$ cat src/rtl/inst_encoder_if.sv
// Request and encoded-instruction handshakes of the instruction encoder.
// master drives requests and consumes words; slave is the encoder.
interface inst_encoder_if;
  logic        req_vld;
  logic        req_rdy;
  logic [3:0]  req_op;
  logic [4:0]  req_rd;
  logic [4:0]  req_rs1;
  logic [4:0]  req_rs2;
  logic [2:0]  req_funct3;
  logic [6:0]  req_funct7;
  logic [31:0] req_imm;
  logic        pc_ld;
  logic [31:0] pc_ld_val;
  logic [31:0] enc_pc;
  logic [31:0] enc_inst;
  logic        enc_vld;
  logic        enc_rdy;
  logic        err;

  modport master (
    output req_vld, req_op, req_rd, req_rs1, req_rs2,
    output req_funct3, req_funct7, req_imm,
    output pc_ld, pc_ld_val, enc_rdy,
    input  req_rdy, enc_pc, enc_inst, enc_vld, err
  );

  modport slave (
    input  req_vld, req_op, req_rd, req_rs1, req_rs2,
    input  req_funct3, req_funct7, req_imm,
    input  pc_ld, pc_ld_val, enc_rdy,
    output req_rdy, enc_pc, enc_inst, enc_vld, err
  );
endinterface

$ cat src/rtl/inst_encoder.sv
// Packs field-level requests into RV32IM words, expands LI, and queues
// the words with a running PC behind a valid/ready output.
module inst_encoder #(
  parameter logic [31:0] RESET_PC = 32'h0,
  parameter int          DEPTH    = 4
) (
  input logic          clk,
  input logic          rst,
  inst_encoder_if.slave bus
);
  localparam int AW = $clog2(DEPTH);
  localparam int CW = AW + 1;

  localparam logic [3:0] OP_R    = 4'd0;
  localparam logic [3:0] OP_IA   = 4'd1;
  localparam logic [3:0] OP_LD   = 4'd2;
  localparam logic [3:0] OP_ST   = 4'd3;
  localparam logic [3:0] OP_BR   = 4'd4;
  localparam logic [3:0] OP_JAL  = 4'd5;
  localparam logic [3:0] OP_JALR = 4'd6;
  localparam logic [3:0] OP_LUI  = 4'd7;
  localparam logic [3:0] OP_AUI  = 4'd8;
  localparam logic [3:0] OP_LI   = 4'd9;
  localparam logic [3:0] OP_NOP  = 4'd10;

  localparam logic [31:0] NOP_W = 32'h0000_0013;

  typedef enum logic {IDLE, LI_LO} state_t;

  state_t state;
  state_t state_nxt;

  logic [31:0] imm;
  logic [4:0]  rd;
  logic [4:0]  rs1;
  logic [4:0]  rs2;
  logic [2:0]  f3;
  logic [6:0]  f7;

  assign imm = bus.req_imm;
  assign rd  = bus.req_rd;
  assign rs1 = bus.req_rs1;
  assign rs2 = bus.req_rs2;
  assign f3  = bus.req_funct3;
  assign f7  = bus.req_funct7;

  logic        fit12;
  logic        fit13;
  logic        fit21;
  logic [11:0] ia_imm;
  logic [19:0] li_hi;

  assign fit12 = imm[31:11] == {21{imm[11]}};
  assign fit13 = imm[31:12] == {20{imm[12]}};
  assign fit21 = imm[31:20] == {12{imm[20]}};
  // Shift-immediate forms carry funct7 in the upper imm bits.
  assign ia_imm = (f3 == 3'b001 || f3 == 3'b101) ?
                  {f7, imm[4:0]} : imm[11:0];
  // Rounds so the sign-extended low part cancels back out.
  assign li_hi = imm[31:12] + 20'(imm[11]);

  logic [31:0] w0;
  logic [31:0] w1;
  logic        legal;
  logic        two;

  always_comb begin
    w0    = NOP_W;
    w1    = NOP_W;
    legal = 1'b1;
    two   = 1'b0;
    unique case (1'b1)
      bus.req_op == OP_R:
        w0 = {f7, rs2, rs1, f3, rd, 7'b0110011};
      bus.req_op == OP_IA: begin
        legal = fit12;
        w0 = {ia_imm, rs1, f3, rd, 7'b0010011};
      end
      bus.req_op == OP_LD: begin
        legal = fit12;
        w0 = {imm[11:0], rs1, f3, rd, 7'b0000011};
      end
      bus.req_op == OP_ST: begin
        legal = fit12;
        w0 = {imm[11:5], rs2, rs1, f3,
              imm[4:0], 7'b0100011};
      end
      bus.req_op == OP_BR: begin
        legal = fit13 && !imm[0];
        w0 = {imm[12], imm[10:5], rs2, rs1, f3,
              imm[4:1], imm[11], 7'b1100011};
      end
      bus.req_op == OP_JAL: begin
        legal = fit21 && !imm[0];
        w0 = {imm[20], imm[10:1], imm[11],
              imm[19:12], rd, 7'b1101111};
      end
      bus.req_op == OP_JALR: begin
        legal = fit12;
        w0 = {imm[11:0], rs1, 3'b000, rd, 7'b1100111};
      end
      bus.req_op == OP_LUI:
        w0 = {imm[31:12], rd, 7'b0110111};
      bus.req_op == OP_AUI:
        w0 = {imm[31:12], rd, 7'b0010111};
      bus.req_op == OP_LI: begin
        if (fit12) begin
          w0 = {imm[11:0], 5'd0, 3'b000, rd, 7'b0010011};
        end else begin
          w0  = {li_hi, rd, 7'b0110111};
          two = imm[11:0] != 12'd0;
        end
        w1 = {imm[11:0], rd, 3'b000, rd, 7'b0010011};
      end
      bus.req_op == OP_NOP:
        w0 = NOP_W;
      default:
        legal = 1'b0;
    endcase
  end

  logic [63:0]   mem [DEPTH];
  logic [AW-1:0] wr_ptr;
  logic [AW-1:0] rd_ptr;
  logic [CW-1:0] count;
  logic [63:0]   head;
  logic [31:0]   pc;
  logic [31:0]   li_word;
  logic          err_q;

  logic        full;
  logic        vld;
  logic        acc;
  logic        push;
  logic        pop;
  logic [31:0] push_word;

  assign full = count == CW'(DEPTH);
  assign vld  = count != '0;

  assign bus.req_rdy  = state == IDLE && !full && !bus.pc_ld;
  assign bus.enc_vld  = vld;
  assign bus.enc_pc   = head[63:32];
  assign bus.enc_inst = head[31:0];
  assign bus.err      = err_q;

  assign acc = bus.req_vld && bus.req_rdy;
  assign pop = vld && bus.enc_rdy && !bus.pc_ld;
  assign push_word = (state == LI_LO) ? li_word : w0;

  always_comb begin
    state_nxt = state;
    push      = 1'b0;
    unique case (state)
      IDLE: begin
        push = acc && legal;
        if (acc && legal && two) state_nxt = LI_LO;
      end
      LI_LO: begin
        push = !full;
        if (!full) state_nxt = IDLE;
      end
      default: state_nxt = IDLE;
    endcase
    if (bus.pc_ld) begin
      push      = 1'b0;
      state_nxt = IDLE;
    end
  end

  always_ff @(posedge clk or posedge rst) begin
    if (rst) begin
      state   <= IDLE;
      wr_ptr  <= '0;
      rd_ptr  <= '0;
      count   <= '0;
      head    <= '0;
      pc      <= RESET_PC;
      li_word <= NOP_W;
      err_q   <= 1'b0;
    end else begin
      state <= state_nxt;
      err_q <= acc && !legal;
      if (state == IDLE && acc) li_word <= w1;
      if (bus.pc_ld) begin
        wr_ptr <= '0;
        rd_ptr <= '0;
        count  <= '0;
        pc     <= bus.pc_ld_val;
      end else begin
        if (push) begin
          wr_ptr <= wr_ptr + AW'(1);
          pc     <= pc + 32'd4;
        end
        if (pop) rd_ptr <= rd_ptr + AW'(1);
        if (push && !pop) count <= count + CW'(1);
        if (!push && pop) count <= count - CW'(1);
        // Head register mirrors the slot at rd_ptr after the update.
        if (push && (count == '0 || (count == CW'(1) && pop)))
          head <= {pc, push_word};
        else if (pop && count > CW'(1))
          head <= mem[rd_ptr + AW'(1)];
      end
    end
  end

  always_ff @(posedge clk) begin
    if (push) mem[wr_ptr] <= {pc, push_word};
  end
endmodule

$ cat src/flat_wrapper.sv
// flat-port wrapper written by rule: the top's interface ports become plain ports
module inst_encoder_flat 
#(
  parameter logic [31:0] RESET_PC = 32'h0,
  parameter int          DEPTH    = 4
)
  (clk, rst, bus_req_vld, bus_req_op, bus_req_rd, bus_req_rs1, bus_req_rs2, bus_req_funct3, bus_req_funct7, bus_req_imm, bus_pc_ld, bus_pc_ld_val, bus_enc_rdy, bus_req_rdy, bus_enc_pc, bus_enc_inst, bus_enc_vld, bus_err);
  inst_encoder_if bus_i ();
  input logic clk;
  input logic rst;
  input wire logic [$bits(bus_i.req_vld)-1:0] bus_req_vld;
  input wire logic [$bits(bus_i.req_op)-1:0] bus_req_op;
  input wire logic [$bits(bus_i.req_rd)-1:0] bus_req_rd;
  input wire logic [$bits(bus_i.req_rs1)-1:0] bus_req_rs1;
  input wire logic [$bits(bus_i.req_rs2)-1:0] bus_req_rs2;
  input wire logic [$bits(bus_i.req_funct3)-1:0] bus_req_funct3;
  input wire logic [$bits(bus_i.req_funct7)-1:0] bus_req_funct7;
  input wire logic [$bits(bus_i.req_imm)-1:0] bus_req_imm;
  input wire logic [$bits(bus_i.pc_ld)-1:0] bus_pc_ld;
  input wire logic [$bits(bus_i.pc_ld_val)-1:0] bus_pc_ld_val;
  input wire logic [$bits(bus_i.enc_rdy)-1:0] bus_enc_rdy;
  output wire logic [$bits(bus_i.req_rdy)-1:0] bus_req_rdy;
  output wire logic [$bits(bus_i.enc_pc)-1:0] bus_enc_pc;
  output wire logic [$bits(bus_i.enc_inst)-1:0] bus_enc_inst;
  output wire logic [$bits(bus_i.enc_vld)-1:0] bus_enc_vld;
  output wire logic [$bits(bus_i.err)-1:0] bus_err;
  assign bus_i.req_vld = bus_req_vld;
  assign bus_i.req_op = bus_req_op;
  assign bus_i.req_rd = bus_req_rd;
  assign bus_i.req_rs1 = bus_req_rs1;
  assign bus_i.req_rs2 = bus_req_rs2;
  assign bus_i.req_funct3 = bus_req_funct3;
  assign bus_i.req_funct7 = bus_req_funct7;
  assign bus_i.req_imm = bus_req_imm;
  assign bus_i.pc_ld = bus_pc_ld;
  assign bus_i.pc_ld_val = bus_pc_ld_val;
  assign bus_i.enc_rdy = bus_enc_rdy;
  assign bus_req_rdy = bus_i.req_rdy;
  assign bus_enc_pc = bus_i.enc_pc;
  assign bus_enc_inst = bus_i.enc_inst;
  assign bus_enc_vld = bus_i.enc_vld;
  assign bus_err = bus_i.err;
  inst_encoder #(.RESET_PC(RESET_PC), .DEPTH(DEPTH)) u_core (.clk(clk), .rst(rst), .bus(bus_i));
endmodule
$ cat config.mk
export PLATFORM = sky130hd
export DESIGN_NAME = inst_encoder_flat
export DESIGN_NICKNAME = d
export VERILOG_FILES = /design/src/rtl/inst_encoder_if.sv /design/src/rtl/inst_encoder.sv /design/src/flat_wrapper.sv
export SDC_FILE = /design/constraint.sdc
export NUM_CORES = 1
export LEC_CHECK = 0
export BUFFER_PORTS_ARGS = -buffer_cell sky130_fd_sc_hd__buf_2
export CORE_UTILIZATION = 45
export CTS_BUF_LIST = sky130_fd_sc_hd__clkbuf_8
export CTS_CLUSTER_DIAMETER = 30
export DETAILED_ROUTE_END_ITERATION = 12
export GPL_TIMING_DRIVEN = 0
export HOLD_SLACK_MARGIN = 0.12
export MAX_ROUTING_LAYER = met4
export PLACE_DENSITY = 0.67
export SLEW_MARGIN = 5
export SYNTH_ARGS = -nofsm -noshare
export SYNTH_HDL_FRONTEND = slang
export SYNTH_SLANG_ARGS = --single-unit
$ cat constraint.sdc
create_clock -name clk -period 3.95 [get_ports clk]
set_input_delay 0.1975 -clock clk [delete_from_list [all_inputs] [get_ports clk]]
set_output_delay 0.1975 -clock clk [all_outputs]
set_load 0.005 [all_outputs]
; Yosys cells after proc, flatten, opt, wreduce, memory -nomap -nowiden
; Memory sizes are Yosys's and may differ from the RTL's.
; Index checks and enable logic that the tools add are counted.
[totals]
ff_bits = 137
elab_cells = 97
n_memories = 1
inputBits = 98
ram_bits = 256
[op_classes]
n_bitwise = 2
n_mux = 27
reduce_logical = 35
order_cmp = 1
n_eq_ne = 17
addsub = 6
[mem_list]
columns = memory, words, width, read_ports, rd_ports_with_merged_regs, write_ports, line_no
row1 = u_core.mem, 4, 64, 1, 0, 1, inst_encoder.sv:122  ; logic [63:0] mem [DEPTH];
[ops]
columns = operator, count
row1 = 32-bit case mux with 10 select lines, 1
row2 = 32-bit two-way mux, 5
row3 = 64-bit two-way mux, 2
row4 = "32-bit by 3-bit adder with 32-bit output, second input constant", 1
row5 = 20-bit by 1-bit adder with 20-bit output, 1
row6 = 20-bit equality test, 1
row7 = 19-bit equality test, 1
row8 = "4-bit by 3-bit equality test with 1-bit output, second input constant", 4
row9 = 1-bit logical AND, 16
row10 = "4-bit equality test, second input constant", 3
row11 = 12-bit two-way mux, 1
row12 = 12-bit nonzero test, 1
row13 = 11-bit equality test, 1
row14 = 3-bit two-way mux, 3
row15 = "4-bit by 2-bit equality test with 1-bit output, second input constant", 2
row16 = 1-bit two-way mux, 8
row17 = 2-bit two-way mux, 4
row18 = "3-bit by 1-bit equality test with 1-bit output, second input constant", 2
row19 = "3-bit equality test, second input constant", 2
row20 = 1-bit zero test, 6
row21 = 2-bit nonzero test, 3
row22 = 3-bit nonzero test, 2
row23 = 5-bit OR reduction, 1
row24 = "2-bit by 1-bit adder with 2-bit output, second input constant", 2
row25 = 12 further kinds, 15

; Depth between registers and ports, before layout
[logic_depth]
depth_word = 12
depth_mapped = 12
ltp_nobuf = 9

; Worst setup path after synthesis
; No wires, ideal clock.
[synth_path]
path_type = in2reg
startpoint = input bus_req_imm[11]
endpoint = memory u_core.mem[0][10] (enable)
arrival_ns = 3.394
path_stages = 10
setup_slack_ns = 0.129
path_cell_list = ha_1 nor3_1 and3_4 a2bb2o_4 buf_6 a21oi_4 o31a_1 buf_4 buf_2 and3_1
[synth_via]
elab_chain_cells = 7
[synth_rtl]
columns = item, line_no
row1 = start: declaration, flat_wrapper.sv:18  ; input wire logic [$bits(bus_i.req_imm)-1:0] bus_req_imm;
row2 = 20-bit equality test, inst_encoder.sv:53  ; assign fit12 = imm[31:11] == {21{imm[11]}};
row3 = 1-bit case mux with 4 select lines, inst_encoder.sv:72  ; unique case (1'b1)
row4 = 1-bit logical AND, inst_encoder.sv:156  ; push = acc && legal;
row5 = 1-bit case mux with 2 select lines, inst_encoder.sv:154  ; unique case (state)
row6 = 1-bit two-way mux, inst_encoder.sv:165  ; if (bus.pc_ld) begin
row7 = 1-bit two-way mux, inst_encoder.sv:208  ; if (push) mem[wr_ptr] <= {pc, push_word};
row8 = 1-bit two-way mux (not written as such), inst_encoder.sv:208
row9 = end: declaration, inst_encoder.sv:122
; No other way between the ends.

; Worst setup path in the final report
[layout_path]
startpoint = register u_core.count[0]
endpoint = memory u_core.mem[2][23] (enable)
[layout_via]
elab_chain_cells = 10
[layout_rtl]
columns = item, line_no
row1 = start: declaration, inst_encoder.sv:125  ; logic [CW-1:0] count;
row2 = start signal: assignment, inst_encoder.sv:196  ; if (push && !pop) count <= count + CW'(1);
row3 = start signal: assignment, inst_encoder.sv:197  ; if (!push && pop) count <= count - CW'(1);
row4 = 3-bit equality test *, inst_encoder.sv:138  ; assign full = count == CW'(DEPTH);
row5 = 1-bit zero test *, "inst_encoder.sv:141, inst_encoder.sv:160"
row6 = 1-bit logical AND (2 in series), inst_encoder.sv:141  ; assign bus.req_rdy = state == IDLE && !full && !bus.pc_ld;
row7 = 1-bit logical AND, inst_encoder.sv:147  ; assign acc = bus.req_vld && bus.req_rdy;
row8 = 1-bit logical AND, inst_encoder.sv:156
row9 = 1-bit case mux with 2 select lines *, inst_encoder.sv:154
row10 = 1-bit two-way mux *, inst_encoder.sv:165
row11 = 1-bit two-way mux *, inst_encoder.sv:208
row12 = 1-bit two-way mux (not written as such) *, inst_encoder.sv:208
; Every way passes the cells marked *; elsewhere a longest branch is shown, timed or not.

==> run summary <==
Final Hold Vio Count -> 0
Leak pwr -> 7.543 nW
Final instance area -> 20,450 um2
Largest net degree at the start of global routing -> 73
Status -> complete, no violations
Hold/Removal Path Class -> input pin to register
First-pass GRT wire length -> 71,570 um
GP Congestion -> 0.8999
Hold slack -> 0.1560 ns
CTS clk-pin slew, worst paths -> 0.05 ns
Initial core utilization -> 45.77%
Starting DRT DRC Count -> 926
DR vias -> 11,950
Fin cells -> 2,016
Measured slew at the worst slew-check pin -> 1.135 ns
Setup Buffers After CTS -> 0
Post-DR wirelength/cell -> 23.05 um
Die Span X -> 195.2 um
#FFs+latches synth -> 369
P per Cell Area -> 552.3 nW/um2
Ys async rst share -> 32.79%
PortBufs -> 157
Vias per cell -> 5.927
H-tree depth -> 3
DP HPWL -> 31,120 um
Gr ovfl total -> 0
Sequential fraction of the synthesis area -> 62.37%
Register area -> 10,480 um2
Post-layout min period -> 3.635 ns
CTS Buffer Depth -> 3
Number of global-route vias before repair -> 12,040
All-Layer GR Usage -> 25.59%
TritonCTS clock tree -> yes
Boundary pin count -> 165
Clk Latency, worst-skew pair -> 0.60 ns
Dpl cell area -> 18,330 um2
Crit. End Element -> register
Ys flop type -> edfxtp_1
Max Cap Violations -> 0
Final-report max-slew violation count -> 0
Setup WS pre-CTS -> 0.1789 ns
Crit Path Max Fanout -> 41
Cell Area, Synth -> 16,790 um2
Post-Synthesis Cells -> 1,202
Layout Skew -> 0.03556 ns
Clock sink count -> 369
Avg Cell Area, Syn -> 13.97 um2
Multi-input logic area -> 5833 um2
Total CTS buffers -> 73
Post-Route Utilization -> 55.73%
Die area -> 38,100 um2
Post-synth EDFFs -> 248
Share of cells above drive strength 1 -> 25.97%
Critical path class -> register to register
Die height -> 195.2 um
Fillers -> 2,941
Yosys warning count -> 0
Antenna viol nets, final -> 0
# rows -> 70
Core Area -> 36,700 um2
WP data arrival -> 3.89 ns
Peak VDD IR -> 0.2850 mV
Root buffer cell -> clkbuf_8
Syn Nets -> 1,312
Diodes inserted -> 0
Antenna violations before repair -> 1
Area Growth Syn to Fin -> 21.77%
Post-Route WL -> 46,470 um
Worst EP required -> 4.21 ns
Final period utilization -> 92.02%
FMAX -> 275.1 MHz
Slew HR -> 23.56%
Placed cell count -> 1,832
Yosys cell types -> 70
First-pass iteration count of the detailed router -> 5
Final count of negative-setup-slack endpoints -> 0
RSZ-0062 raised after global routing -> no
Total Nets Final -> 1,599
Slack of the critical path -> 0.3154 ns
# DRC -> 0
Startpoint Class -> register
## cell usage after synthesis (3+ instances only)
library cell | instances | area [um2]
a211oi_1 | 3 | 22.52
a21o_1 | 5 | 37.54
a21oi_1 | 19 | 95.09
a221o_1 | 62 | 620.6
a221oi_1 | 7 | 61.31
a222oi_1 | 9 | 90.09
a22o_1 | 8 | 70.07
a22oi_1 | 12 | 90.09
a31oi_1 | 23 | 143.9
and2_1 | 6 | 37.54
and3_1 | 14 | 87.58
and4_1 | 3 | 26.28
buf_1 | 12 | 45.04
buf_2 | 19 | 95.09
buf_4 | 3 | 22.52
buf_6 | 11 | 123.9
clkbuf_1 | 44 | 165.2
dfrtp_1 | 121 | 3028
edfxtp_1 | 248 | 7447
ha_1 | 12 | 150.1
inv_1 | 16 | 60.06
mux2_2 | 4 | 45.04
mux2i_1 | 13 | 130.1
mux4_2 | 62 | 1396
nand2_1 | 90 | 337.8
nand2b_1 | 11 | 68.82
nand3_1 | 44 | 220.2
nand4_1 | 8 | 50.05
nor2_1 | 61 | 229.0
nor2b_1 | 65 | 406.6
nor3_1 | 17 | 85.08
nor4_1 | 10 | 62.56
o211ai_1 | 7 | 52.55
o21ai_0 | 37 | 185.2
o221ai_1 | 8 | 70.07
o31a_1 | 3 | 26.28
o31ai_1 | 17 | 127.6
or2_2 | 3 | 18.77
or3_1 | 3 | 18.77
or4_1 | 24 | 180.2
xnor2_1 | 12 | 105.1
xor2_1 | 9 | 78.83
## power breakdown
group / total [mW] / internal, mW / switching [mW]
registers: 4.85 / 4.54 / 0.314
clock network: 4.19 / 2.47 / 1.73
logic: 2.25 / 1.12 / 1.13
## critical path, stage by stage, from the launching register on
cell and delay [ns]:
dfrtp_1 0.37, inv_1 0.10, ha_1 0.31, a211oi_1 0.48, nand2_1 0.35, nand2_1 0.20, o31a_1 0.18, buf_4 0.18
buf_2 0.27, and3_4 0.51, buf_16 0.29
## flip-flops by register name, summed over array words and instances, names as in the netlist
name and flops:
u_core.mem 248, u_core.head 63, u_core.pc 32, u_core.li_word 17
u_core.count 3, u_core.rd_ptr 2, u_core.wr_ptr 2, u_core.bus.err 1
u_core.state 1
## per-layer routing
metal | vias up | wire (um) | track usage, %
met3 | 91 | 2732 | 4.525
met5 | - | 0 | -
met2 | 448 | 22320 | 39.97
met1 | 6065 | 20170 | 34.17
met4 | 0 | 1241 | 8.136
li1 | 5344 | - | -
## layout make-up
cell class              instances  area share (%)
plain buffers                  89           2.209
clock buffers                  78           5.249
clock inverters                56           2.655
inverters                      16          0.3181
multi-input cells             728           28.52
flip-flops and latches        369           51.22
well taps                     468           2.863
repair buffers                212           6.962
## what timing repair did
| action | CTS | global route |
|---|---|---|
| hold buffers | 50 | 0 |
| gates resized for setup | 0 | 0 |
| hold endpoints to repair | 98 | 0 |
## cell families (layout without fill, tap and decap cells)
| logic type | after synthesis | after routing | share of synthesized area (%) |
|---|---|---|---|
| muxes | 80 | 80 | 9.424 |
| and+or+nand+nor | 371 | 371 | 11.64 |
| AOI/OAI and AO/OA | 243 | 243 | 11.47 |
| xor gates and xnor gates | 21 | 21 | 1.095 |
| buffers and inverters | 105 | 451 | 3.047 |
| adders and majority gates | 13 | 13 | 0.9610 |
| DFF | 369 | 369 | 62.37 |
## through the flow
| stage | TNS [ns] | power, mW |
|---|---|---|
| after floorplan | 0 | 6.213 |
| after global placement | -632.13 | 7.089 |
| after detailed placement | 0 | 7.146 |
| after CTS | 0 | 11.38 |
| after global routing | 0 | 11.79 |
| final | 0 | 11.30 |
## worst paths after layout
path	slack, ns	endpoint	depth (start not counted)	startpoint
max in group asynchronous	2.94	u_core.head[62]	4	rst
min in group asynchronous	0.23	u_core.head[27]	3	rst
worst max-delay path	0.32	u_core.mem[2][23]	10	u_core.count[0]
worst min-delay path	0.16	u_core.li_word[30]	3	bus_req_vld
worst max register to register	0.32	u_core.mem[2][23]	10	u_core.count[0]
worst min register to register	0.48	u_core.li_word[18]	2	u_core.li_word[18]
## placed cells by master (no fill, tap or decap), types with 13 or more instances in the layout
master / count
edfxtp_1: 248
buf_2: 176
dfrtp_1: 121
nand2_1: 90
clkbuf_8: 78
nor2b_1: 65
mux4_2: 62
a221o_1: 62
nor2_1: 61
dlygate4sd3_1: 50
clkbuf_1: 44
nand3_1: 44
o21ai_0: 37
inv_1: 31
or4_1: 24
a31oi_1: 23
a21oi_1: 19
nor3_1: 17
o31ai_1: 17
mux2i_1: 13
clkinv_2: 13
(Power assumes the default switching activity.)
